`src/rtl/button_conditioner.sv`:
```
// Tug of War button front end: synchronize, debounce, and edge-detect each
// player input, flagging presses that land on the same clock.
module button_conditioner #(
    parameter int CHANNELS        = 2,
    parameter int SYNC_STAGES     = 2,
    parameter int DEBOUNCE_CYCLES = 4
) (
    input  logic                clk,
    input  logic                rst,
    input  logic [CHANNELS-1:0] push_raw,
    output logic [CHANNELS-1:0] level,
    output logic [CHANNELS-1:0] press_pulse,
    output logic [CHANNELS-1:0] release_pulse,
    output logic                simul
);

    localparam int CW = (DEBOUNCE_CYCLES > 1) ? $clog2(DEBOUNCE_CYCLES) : 1;
    localparam logic [CW-1:0] CNT_MAX = CW'(DEBOUNCE_CYCLES - 1);

    logic [SYNC_STAGES-1:0] sync_q [CHANNELS];
    logic [CW-1:0]          cnt    [CHANNELS];
    logic [CHANNELS-1:0]    sync;
    logic [CHANNELS-1:0]    flip;
    logic [CHANNELS-1:0]    rise;

    // A channel flips on the edge that completes a full run of mismatches.
    always_comb begin
        sync = '0;
        flip = '0;
        for (int i = 0; i < CHANNELS; i++) begin
            sync[i] = sync_q[i][SYNC_STAGES-1];
            flip[i] = (sync[i] != level[i]) && (cnt[i] == CNT_MAX);
        end
    end

    assign rise = flip & ~level;

    always_ff @(posedge clk or posedge rst) begin
        if (rst) begin
            for (int i = 0; i < CHANNELS; i++) begin
                sync_q[i] <= '0;
                cnt[i]    <= '0;
            end
            level         <= '0;
            press_pulse   <= '0;
            release_pulse <= '0;
            simul         <= 1'b0;
        end else begin
            for (int i = 0; i < CHANNELS; i++) begin
                sync_q[i] <= {sync_q[i][SYNC_STAGES-2:0], push_raw[i]};
                if (sync[i] == level[i] || flip[i])
                    cnt[i] <= '0;
                else
                    cnt[i] <= cnt[i] + 1'b1;
            end
            level         <= level ^ flip;
            press_pulse   <= rise;
            release_pulse <= flip & level;
            simul         <= ($countones(rise) > 1);
        end
    end

endmodule

```
`config.mk`:
```
export PLATFORM = sky130hd
export DESIGN_NAME = button_conditioner
export DESIGN_NICKNAME = d
export VERILOG_FILES = /design/src/rtl/button_conditioner.sv
export SDC_FILE = /design/constraint.sdc
export NUM_CORES = 1
export LEC_CHECK = 0
export BUFFER_PORTS_ARGS = -buffer_cell sky130_fd_sc_hd__buf_2
export CORE_AREA = 4 4 41 43
export CTS_CLUSTER_DIAMETER = 40
export DETAILED_ROUTE_END_ITERATION = 10
export DIE_AREA = 0 0 45 47
export PLACE_DENSITY = 0.59
export RECOVER_POWER = 50
export SLEW_MARGIN = 20
export SYNTH_ARGS = -nofsm -noshare
export SYNTH_HDL_FRONTEND = slang
export SYNTH_SLANG_ARGS = --single-unit
```
`constraint.sdc`:
```
create_clock -name clk -period 1.03 [get_ports clk]
set_input_delay 0.0515 -clock clk [delete_from_list [all_inputs] [get_ports clk]]
set_output_delay 0.0515 -clock clk [all_outputs]
set_load 0.01 [all_outputs]
```
* Word-level counts from Yosys, hierarchy flattened
Cells that the tools add are included.
** Cells by class
- Magnitude comparators :: 1
- Equal/unequal tests :: 6
- $add $sub $neg :: 3
- Reductions and logical operators :: 4
- Mux-type cells :: 2
- Bitwise gates (word level) :: 4
** Operator list (count)
- adder 2 x 1 -> 2 bit, second input constant :: 2
- AND 2 bit :: 2
- == test 2 bit, second input constant :: 2
- 2-to-1 mux 2 bit :: 2
- adder 1 x 1 -> 2 bit :: 1
- == test 1 bit :: 2
- > comparator 2 x 1 -> 1 bit, second input constant :: 1
- logical AND 1 bit :: 2
- logical OR 1 bit :: 2
- inequality test 1 bit :: 2
- inverter 2 bit :: 1
- XOR 2 bit :: 1
** Word-level totals
- Output and inout port bits :: 7
- Logic and storage cells :: 28
- Bits in registers :: 15
- Bits of input ports :: 4

* Depth between registers and ports, before layout
Gate-level depths: netlist of run 1.
- Depth in word-level cells :: 5
- Depth in mapped cells :: 3
- Gate-level depth less buffers :: 3

* Least setup slack after synthesis of run 1
No wires, ideal clock.
- Kind :: reg2reg
- Start :: register cnt[0] in the netlist's numbering
- End :: register simul
- Setup slack :: -0.014 ns
- Cell stages (with the launch flop) :: 4
- Setup time :: 0.129 ns
- Data required time :: 0.901 ns
- Clock period less this slack :: 1.044 ns
- Buffers on the path :: 0
- Arrival time :: 0.915 ns
- Cells stage by stage :: dfrtp_1 ha_1 and3b_1 nor3b_2
** On the way
- Word-level cells in the longest chain between the ends :: 5
** RTL lines
- from (decl) :: line 21 : logic [CW-1:0] cnt [CHANNELS];
- from (signal, indexed assignment) :: line 54 : cnt[i] <= cnt[i] + 1'b1;
- == test 2 bit :: line 32 : flip[i] = (sync[i] != level[i]) && (cnt[i] == CNT_MAX);
- logical AND 1 bit :: line 32
- AND 2 bit :: line 36 : assign rise = flip & ~level;
- net rise[1] :: line 24 : logic [CHANNELS-1:0] rise;
- adder 1 x 1 -> 2 bit (implied by the code) :: line 59 : simul <= ($countones(rise) > 1);
- > comparator 2 x 1 -> 1 bit :: line 59
- to (signal assigned) :: line 59
- to (decl) :: line 14 : output logic simul
The timed path passes the listed nets, and every way through them passes these cells.

* Worst setup path in the final report of run 1
Same ends and word-level chain as after synthesis.

==> PnR_summary.wiki, run 1 <==
{| class="wikitable"
! Metric !! Value
|-
| Run status || completed
|-
| Post-route antenna net violation count || 0
|-
| Number of flip-flops and latches in the synthesized netlist || 15
|-
| Type of origin of the critical path || flip-flop
|-
| Root Buffer || sky130_fd_sc_hd__clkbuf_4
|-
| Largest fanout of any net on the critical path || 3
|-
| Initial antenna violation count || 0
|-
| Largest net degree at the start of global routing || 16
|-
| Crit. End Element || flip-flop
|-
| Vert. Die Dim || roughly 47 um
|-
| Detail-routed via count per cell || about 4.6
|-
| Clock tree from TritonCTS || built
|-
| Antenna cell count || 0
|-
| Buffers from clock root to sink, at most || 2
|-
| Wire length of the first global-routing pass || 1290 um
|-
| Worst setup path class || flip-flop to flip-flop
|-
| IO Count || 11
|-
| Worst Max-Slew Pin Slew || around 540 ps
|-
| Worst hold path class || flip-flop to flip-flop
|-
| Combined global-route utilization of all metal layers || 8.89%
|-
| Startpoint of the most critical setup path || cnt[0]$_DFF_PP0_
|-
| Buffer count from post-CTS setup fixing || 0
|-
| Die area || 2120 um^2
|-
| Cell row count || 13
|-
| Global-route met1 utilization || 10.7%
|-
| Number of warning messages in the yosys log || 0
|-
| GP Congestion || roughly 0.70
|-
| Pwr dens || 2220 nW/um^2
|-
| Endpoint arrival time on the critical path || 1190 ps
|-
| FILL cells || 122
|-
| Chip Width || 45 um
|-
| Sequential area share after synthesis || 72.6%
|-
| Post-route standard cell area excluding fillers || 659 um^2
|-
| Count of buffers inserted at the top-level ports || 10
|-
| Area growth from synthesis to layout || 27.6%
|-
| Cell variety after synth || 12
|-
| Clock skew after layout || 4.25 ps
|-
| Routed Wire Length || roughly 800 um
|-
| Layout cell share with drive strength beyond 1 || 39.2%
|-
| Peak Freq || 974 MHz
|-
| Violation count after the first detailed-routing iteration || 0
|-
| Detailed-router iteration count before antenna repair || 1
|-
| Starting density of the core || ~40%
|-
| Area of the placeable core || 1300 um^2
|-
| Routing usage on met3 || 4.60%
|-
| Avg WL per Cell || 11.8 um
|-
| Clock-pin transition on the worst setup and hold timing paths || about 80 ps
|-
| # nets final || 58
|-
| Final setup violating endpoints || 0
|-
| Max-slew violation total from the final report || 0
|-
| RR Startpoint || cnt[0]$_DFF_PP0_
|-
| Clock insertion delay at the later pin of the skew report || 270 ps
|-
| Busiest metal layer after global routing || met2
|-
| Clock net sink count || 15
|-
| Time the final worst path needs with I/O delays and setup || 1030 ps
|-
| Mean post-synth cell area || 15.7 um^2
|-
| Max cap viols || 0
|-
| Setup repair after global routing missed its margin || yes
|-
| Worst stage delay on the critical path || 390 ps
|-
| Final Hold Violating Endpoints || 0
|-
| Clock buffer count from CTS || 3
|-
| Post-detailed-route DRC marker count || 0
|-
| Final period util || 99.7%
|-
| Worst Hold Launch || sync_q[0]$_DFF_PP0_
|-
| VDD IR max || 1060 uV
|-
| Global-route track usage on met2 || 13.6%
|-
| Cell count after synthesis || 33
|-
| Placed cell area || 596 um^2
|-
| Worst slew slack as a fraction of its limit || about 64%
|-
| Overall overflow remaining after global route || 0
|-
| Synthesized netlist net count || 39
|-
| CTS H-tree lvls || 1
|-
| Vias in the first global route || 313
|-
| Post-Syn Area || 517 um^2
|-
| Crit path max-delay cell type || sky130_fd_sc_hd__dfrtp_1
|-
| PnR Total Power || between 1000 and 1500 uW
|-
| Count of vias placed by the detailed router || 303
|-
| Critical-path cell list || ha_2 -> and3b_1 -> nor3b_2
|-
| Leakage Power || 0.000340 uW
|-
| Worst endpoint required time || 1190 ps
|-
| Final standard cell utilization of the core || 50.7%
|}
area by class of cell:
class / instances / area (um^2) / area share (%)
clock buffer: 4 / 26.3 / 3.98
sequential: 15 / 375 / 56.9
tap: 15 / 18.8 / 2.85
inverter: 2 / 7.51 / 1.14
timing repair buffer: 14 / 87.6 / 13.3
multi-input combinational: 16 / 144 / 21.8
report_power, final:
group	switching (uW)	total, uW	leakage [uW]	internal, uW
Sequential	90.1	795	0.000192	705
Clock	163	313	0.0000150	150
Combinational	163	355	0.000132	193
layer usage:
metal / part of all wire, % / wire length (um)
met1: 43 / 336
met2: 50 / 389
met3: 5.9 / 46
met4: 1.2 / 9
met5: 0 / 0
cells by family (layout without fill, tap and decap cells):
family | after synthesis | after routing | share of synthesized area, %
buf+inv | 2 | 20 | 1.45
flops | 15 | 15 | 72.6
fa+ha+maj | 2 | 2 | 4.84
compound gates | 1 | 1 | 0.968
simple gates | 10 | 10 | 14.5
mux | 1 | 1 | 2.18
xor+xnor | 2 | 2 | 3.39
what timing repair did:
| item | in CTS | in global routing |
|---|---|---|
| endpoints found under the setup margin | 1 | 4 |
| resized for setup | 0 | 2 |
| hold endpoints to repair | 17 | 0 |
| pin swaps | 1 | 0 |
| hold buffers | 3 | 0 |
placed cells by master (no fill, tap or decap), drive strengths merged:
| cell | count |
|---|---|
| dfrtp | 15 |
| buf | 11 |
| nor3b | 4 |
| clkbuf | 4 |
| dlygate4sd3 | 3 |
| inv | 2 |
| xnor2 | 2 |
| nor3 | 2 |
| and3b | 2 |
| ha | 2 |
| nand2 | 1 |
| o21ai | 1 |
| nor2 | 1 |
| mux2 | 1 |
final timing paths:
check | end | slack, ps | cells past startpoint
hold reg to reg | sync[1]$_DFF_PP0_ | 350 | 0
max in group asynchronous | cnt[0]$_DFF_PP0_ | 320 | 3
min in group asynchronous | cnt[2]$_DFF_PP0_ | 360 | 3
setup reg to reg | simul$_DFF_PP0_ | 3 | 3
setup / recovery | simul$_DFF_PP0_ | 3 | 3
hold / removal | sync[1]$_DFF_PP0_ | 350 | 0
critical path, delay by kind of cell (launching register included):
kind	cells	cell delay (ps)
fa+ha+maj	1	190
flops	1	390
simple gates	2	340
through the flow:
step           hold slack [ps]  instances  worst slack, ps  TNS (ps)
3_3_place_gp               106         59             31.7         0
2_1_floorplan            -47.0         33             27.0         0
6_report                   353         66             3.35         0
4_1_cts                    356         66             6.61         0
3_5_place_dp               125         59            -1.75     -1.75
5_1_grt                    383         66            -41.4     -71.3
synthesized netlist by cell type:
library cell | number | area share (%)
sky130_fd_sc_hd__nor3_1 | 2 | 1.9
sky130_fd_sc_hd__dfrtp_1 | 15 | 73
sky130_fd_sc_hd__xnor2_1 | 2 | 3.4
sky130_fd_sc_hd__inv_1 | 2 | 1.5
sky130_fd_sc_hd__nor3b_2 | 2 | 4.8
sky130_fd_sc_hd__nor2_1 | 1 | 0.73
sky130_fd_sc_hd__and3b_1 | 2 | 3.4
sky130_fd_sc_hd__nor3b_1 | 2 | 2.9
sky130_fd_sc_hd__mux2_2 | 1 | 2.2
sky130_fd_sc_hd__nand2_1 | 1 | 0.73
sky130_fd_sc_hd__ha_1 | 2 | 4.8
sky130_fd_sc_hd__o21ai_0 | 1 | 0.97
Power figures use the tool's default switching activity.
==> run 2, diff against run 1 <==
Settings changed: GPL_TIMING_DRIVEN from default to 0.
==> run 2 against run 1 <==
Critical path depth unchanged. Final cell count up 1.5%. Worst setup slack better by 14 ps. Worst hold slack worse by 7.4 ps. Die area unchanged. Utilization up 0.67 points. Sequential share of layout area down 0.75 points. Clock power up 3%. Clock skew down 2.6 ps.
==> PnR_summary.wiki, run 2 (synthesis gave the netlist of run 1 again) <==
{| class="wikitable"
! Metric !! Value
|-
| Count of buffers inserted at the top-level ports || 10
|-
| Layout cell share with drive strength beyond 1 || 32.7%
|-
| Post-route antenna net violation count || 0
|-
| Detail-routed via count per cell || 4.69
|-
| Area growth from synthesis to layout || 29.3%
|-
| Termination of the worst setup path || simul$_DFF_PP0_
|-
| Critical-path cell list || ha_4 -> and3b_1 -> nor3b_2
|-
| Final setup violating endpoints || 0
|-
| Sum of negative setup slack || 0 ps
|-
| Worst setup path class || flip-flop to flip-flop
|-
| Worst endpoint required time || 1200 ps
|-
| Endpoint arrival time on the critical path || 1180 ps
|-
| Setup repair after global routing missed its margin || yes
|-
| Most common cell after layout, fill and taps aside || sky130_fd_sc_hd__dfrtp_1
|-
| Final Hold Violating Endpoints || 0
|-
| Die area || 2120 um^2
|-
| Overall overflow remaining after global route || 0
|-
| Crit. End Element || flip-flop
|-
| Time the final worst path needs with I/O delays and setup || 1010 ps
|-
| FILL cells || about 120
|-
| Starting density of the core || 39.7%
|-
| Violation count after the first detailed-routing iteration || 1
|-
| Largest net degree at the start of global routing || 16
|-
| Wire length of the first global-routing pass || 1260 um
|-
| IO Count || 11
|-
| HPWL Detailed || 539 um
|-
| Post-route standard cell area excluding fillers || 668 um^2
|-
| Clock insertion delay at the later pin of the skew report || about 280 ps
|-
| Clock-pin transition on the worst setup and hold timing paths || 80 ps
|-
| Final standard cell utilization of the core || 51.3%
|-
| PnR Total Power || roughly 1500 uW
|-
| Vert. Die Dim || 47 um
|-
| Worst hold path class || primary input to async pin
|-
| # placed instances || 58
|-
| Clock skew after layout || about 1.6 ps
|-
| Vias in the first global route || roughly 340
|-
| Worst Max-Slew Pin Slew || 530 ps
|-
| Count of vias placed by the detailed router || 314
|-
| Chip Width || 45 um
|-
| Number of cells on the worst reg-to-reg path || 3
|-
| Clock net sink count || 15
|-
| Initial antenna violation count || 0
|-
| Peak Freq || a little under 1000 MHz
|-
| Routed Wire Length || roughly 730 um
|-
| Detailed-router iteration count before antenna repair || 4
|-
| Leakage Power || 0.000330 uW
|-
| Clock buffer count from CTS || 3
|-
| Pwr dens || 2240 nW/um^2
|-
| Clock tree from TritonCTS || built
|-
| Combined global-route utilization of all metal layers || between 8 and 9%
|-
| # nets final || a little under 60
|-
| Placed cell area || 588 um^2
|-
| Antenna cell count || 0
|-
| Avg WL per Cell || 10.9 um
|-
| Register-to-register setup slack || 20 ps
|-
| VDD IR max || ~1000 uV
|-
| Run status || completed
|-
| Cell row count || 13
|-
| Crit path max-delay cell type || sky130_fd_sc_hd__dfrtp_1
|-
| Post-detailed-route DRC marker count || 0
|-
| GP Congestion || 0.693
|-
| Max-slew violation total from the final report || 0
|-
| Root Buffer || sky130_fd_sc_hd__clkbuf_4
|-
| Final period util || 98.3%
|-
| Most used cells in the layout excluding fill and tap cells || 15 x sky130_fd_sc_hd__dfrtp_1, 7 x sky130_fd_sc_hd__buf_2, 4 x sky130_fd_sc_hd__clkbuf_1
|-
| Buffers from clock root to sink, at most || 2
|-
| CTS H-tree lvls || 1
|-
| Type of origin of the critical path || flip-flop
|-
| Largest fanout of any net on the critical path || 3
|-
| Worst slew slack as a fraction of its limit || 64.6%
|-
| Startpoint of the most critical setup path || cnt[0]$_DFF_PP0_
|-
| Max cap viols || 0
|-
| RR Startpoint || cnt[0]$_DFF_PP0_
|-
| Final Non-Filler Cells || 67
|-
| Worst reg2reg path endpoint || simul$_DFF_PP0_
|-
| Worst stage delay on the critical path || 410 ps
|-
| Area of the placeable core || 1300 um^2
|}
[run 2: cell types whose count changed in the layout (fill, tap and decap cells not counted), sizes merged]
cell	change
buf	-2
clkbuf	+3
[run 2: worst min-delay path by stage]
stage / depth (start not counted) / endpoint
2_1_floorplan: 1 / async pin
3_3_place_gp: 2 / sync_q[0]$_DFF_PP0_
3_5_place_dp: 2 / sync_q[0]$_DFF_PP0_
4_1_cts: 3 / release_pulse[0]$_DFF_PP0_
5_1_grt: 0 / sync[0]$_DFF_PP0_
6_report: 3 / sync[1]$_DFF_PP0_
[run 2: area by class of cell]
class / instances / area, um^2 / area share, %
clock buffer: 4 / 26.3 / 3.93
inverter: 2 / 7.51 / 1.12
multi-input combinational: 16 / 149 / 22.3
sequential: 15 / 375 / 56.2
tap: 15 / 18.8 / 2.81
timing repair buffer: 15 / 91.3 / 13.7
[run 2: what timing repair did]
item,CTS,global route
pin swaps,1,0
setup buffers,1,1
hold buffers,3,0
setup endpoints to repair,2,4
hold endpoints to repair,17,0
gates resized for setup,1,1
[run 2: worst max-delay path: cells and delay by family, from the launching register on]
family | cells | cell delay [ps]
flip-flops | 1 | 410
AND/OR/NAND/NOR | 2 | 310
adder cells (fa/ha/maj) | 1 | 180
[run 2: per-layer routing]
metal  up-vias  share of wire (%)  GRT usage (%)
met2        11                 53           15.3
met4         0                1.5           8.77
li1        150                  -              -
met1       151                 36           8.27
met5         -                  0              0
met3         2                8.9           2.30
[run 2: power by group]
part	leakage [uW]	internal [uW]	switching [uW]	total, uW
logic	0.000123	214	160	374
clock network	0.0000150	150	171	321
registers	0.000192	706	97.7	803
[run 2: through the flow]
step,worst slack [ps],hold slack (ps)
floorplan,27.0,-47.0
global placement,-2.02,98.2
detailed placement,-16.0,125
CTS,2.93,361
global route,-34.3,373
finish,17.1,345
==> run 3, diff against run 2 <==
Settings changed: CELL_PAD_IN_SITES_DETAIL_PLACEMENT from default to 0, CELL_PAD_IN_SITES_GLOBAL_PLACEMENT from default to 1, CORE_AREA 4 4 41 43 to 4 4 43 45, DIE_AREA 0 0 45 47 to 0 0 47 49, PLACE_DENSITY 0.59 to 0.64.
==> run 3 against run 2 <==
Total power up 2.6%. The flow now finishes with violations (setup timing). Via count down 1.3%. Clock skew about the same. First-iteration DRC count down 100%. Clock-buffer cell count down 1. Wire length up 12%. Die area up 8.9%. Sequential cell count unchanged. Largest power group unchanged. Utilization down 4.8 points. Critical path depth unchanged. Non-clock buffer count unchanged.
==> PnR_summary.wiki, run 3 (synthesis gave the netlist of run 1 again) <==
{| class="wikitable"
! Metric !! Value
|-
| Largest net degree at the start of global routing || 16
|-
| Chip Width || 47 um
|-
| Post-layout worst setup margin || -21.4 ps
|-
| Leakage Power || roughly 0.00035 uW
|-
| # placed instances || 59
|-
| Area growth from synthesis to layout || 32.4%
|-
| Time the final worst path needs with I/O delays and setup || ~1100 ps
|-
| Critical path buffers and inverters || 0
|-
| Final setup violating endpoints || 1
|-
| Final Hold Violating Endpoints || 0
|-
| Count of vias placed by the detailed router || 310
|-
| Endpoint arrival time on the critical path || 1220 ps
|-
| Die area || between 2000 and 2500 um^2
|-
| Area of the placeable core || 1470 um^2
|-
| Overall overflow remaining after global route || 0
|-
| Clock-pin transition on the worst setup and hold timing paths || roughly 90 ps
|-
| Detail-routed via count per cell || 4.56
|-
| PnR Total Power || 1540 uW
|-
| Worst endpoint required time || 1200 ps
|-
| Antenna cell count || 0
|-
| VDD IR max || 948 uV
|-
| CTS H-tree lvls || 1
|-
| Most used cells in the layout excluding fill and tap cells || 15 x sky130_fd_sc_hd__dfrtp_1, 10 x sky130_fd_sc_hd__buf_2, 3 x sky130_fd_sc_hd__nor3b_2, 3 x sky130_fd_sc_hd__clkbuf_4, 3 x sky130_fd_sc_hd__dlygate4sd3_1
|-
| Worst hold path class || primary input to async pin
|-
| Vert. Die Dim || 49 um
|-
| Starting density of the core || 35.1%
|-
| Worst setup path class || flip-flop to flip-flop
|-
| Violation count after the first detailed-routing iteration || 0
|-
| # nets final || 59
|-
| Final Non-Filler Cells || 68
|-
| Worst Max-Slew Pin Slew || 549 ps
|-
| Final period util || 102%
|-
| Avg WL per Cell || 12.0 um
|-
| Most common cell after layout, fill and taps aside || sky130_fd_sc_hd__dfrtp_1
|-
| Run status || finished with violations
|-
| Peak Freq || 951 MHz
|-
| Count of buffers inserted at the top-level ports || 10
|-
| Max cap viols || 0
|-
| Post-detailed-route DRC marker count || 0
|-
| Largest fanout of any net on the critical path || 4
|-
| Clock tree from TritonCTS || built
|-
| Setup repair after global routing missed its margin || yes
|-
| Worst slew slack as a fraction of its limit || 63.4%
|-
| Crit path max-delay cell type || sky130_fd_sc_hd__dfrtp_1
|-
| Crit. End Element || flip-flop
|-
| Post-route antenna net violation count || 0
|-
| Clock skew after layout || 1.66 ps
|-
| Initial antenna violation count || 0
|-
| Combined global-route utilization of all metal layers || 8.53%
|-
| Vias in the first global route || 342
|-
| Detailed-router iteration count before antenna repair || 1
|-
| Violated checks || setup timing
|-
| Type of origin of the critical path || flip-flop
|-
| Buffers from clock root to sink, at most || 2
|-
| Critical-path cell list || ha_4 -> and3b_1 -> nor3b_2
|-
| Cell row count || 14
|-
| Worst stage delay on the critical path || 410 ps
|-
| Layout cell share with drive strength beyond 1 || between 40% and 50%
|-
| GP Congestion || roughly 0.7
|-
| Max-slew violation total from the final report || 0
|-
| Pwr dens || 2250 nW/um^2
|-
| IO Count || 11
|-
| Clock insertion delay at the later pin of the skew report || approximately 270 ps
|-
| Root Buffer || sky130_fd_sc_hd__clkbuf_4
|-
| Family of cells with the greatest summed delay on the critical path || flip-flops
|-
| Routed Wire Length || 814 um
|-
| HPWL Detailed || roughly 580 um
|-
| Clock buffer count from CTS || 3
|-
| Wire length of the first global-routing pass || 1400 um
|-
| Clock net sink count || 15
|}
## run 3: worst paths after layout
check | cells after the start | from | end | slack [ps]
worst max register to register | 3 | cnt[0]$_DFF_PP0_ | simul$_DFF_PP0_ | -20
min in group clk | 0 | sync_q[2]$_DFF_PP0_ | sync[0]$_DFF_PP0_ | 360
max in group asynchronous | 3 | rst | release_pulse[1]$_DFF_PP0_ | 320
worst min register to register | 0 | sync_q[2]$_DFF_PP0_ | sync[0]$_DFF_PP0_ | 360
worst max-delay path | 3 | cnt[0]$_DFF_PP0_ | simul$_DFF_PP0_ | -20
worst min-delay path | 3 | rst | sync_q[0]$_DFF_PP0_ | 350
## run 3: power breakdown
group	internal, uW	switching (uW)	leakage, uW
clock network	144	179	0.0000177
registers	706	100	0.000192
logic	231	178	0.000137
total	1080	457	0.000348
## run 3: layout make-up
| class | instances | area, um^2 |
|---|---|---|
| tap | 16 | 20.0 |
| fill | 152 | 787 |
| clock inverter | 1 | 5.00 |
| clock buffer | 3 | 22.5 |
| timing repair buffer | 15 | 95.1 |
| multi-input combinational | 16 | 159 |
| inverter | 2 | 7.51 |
| sequential | 15 | 375 |
## run 3: per-layer routing
layer	GRT usage [%]	part of all wire (%)	vias to the layer above
li1	-	-	149
met1	9.07	42	153
met2	14.0	52	8
met3	2.21	6.4	0
met4	5.53	0	0
met5	0	0	-
## run 3: what timing repair did
action                     4_1_cts  5_1_grt
pin swaps                        1        0
setup buffers                    1        1
hold endpoints to repair        17        0
hold buffers                     3        0
setup endpoints to repair        2        5
resized for setup                1        3
## run 3: worst register-to-register path, stage by stage, from the launching register on
cell and delay, ps:
sky130_fd_sc_hd__dfrtp_1 410, sky130_fd_sc_hd__ha_4 180, sky130_fd_sc_hd__and3b_1 200, sky130_fd_sc_hd__nor3b_2 160
## run 3: per-stage QoR
stage	util, %	hold WS, ps	area, um^2	setup TNS, ps	worst slack [ps]
finish	46.5	350	684	-21.4	-21.4
global route	46.5	363	684	-54.1	-54.1
CTS	45.2	359	664	-29.1	-29.1
detailed placement	40.1	121	589	-48.8	-48.8
global placement	40.1	99.2	589	-5.03	-5.03
floorplan	-	-47.0	519	0	27.0
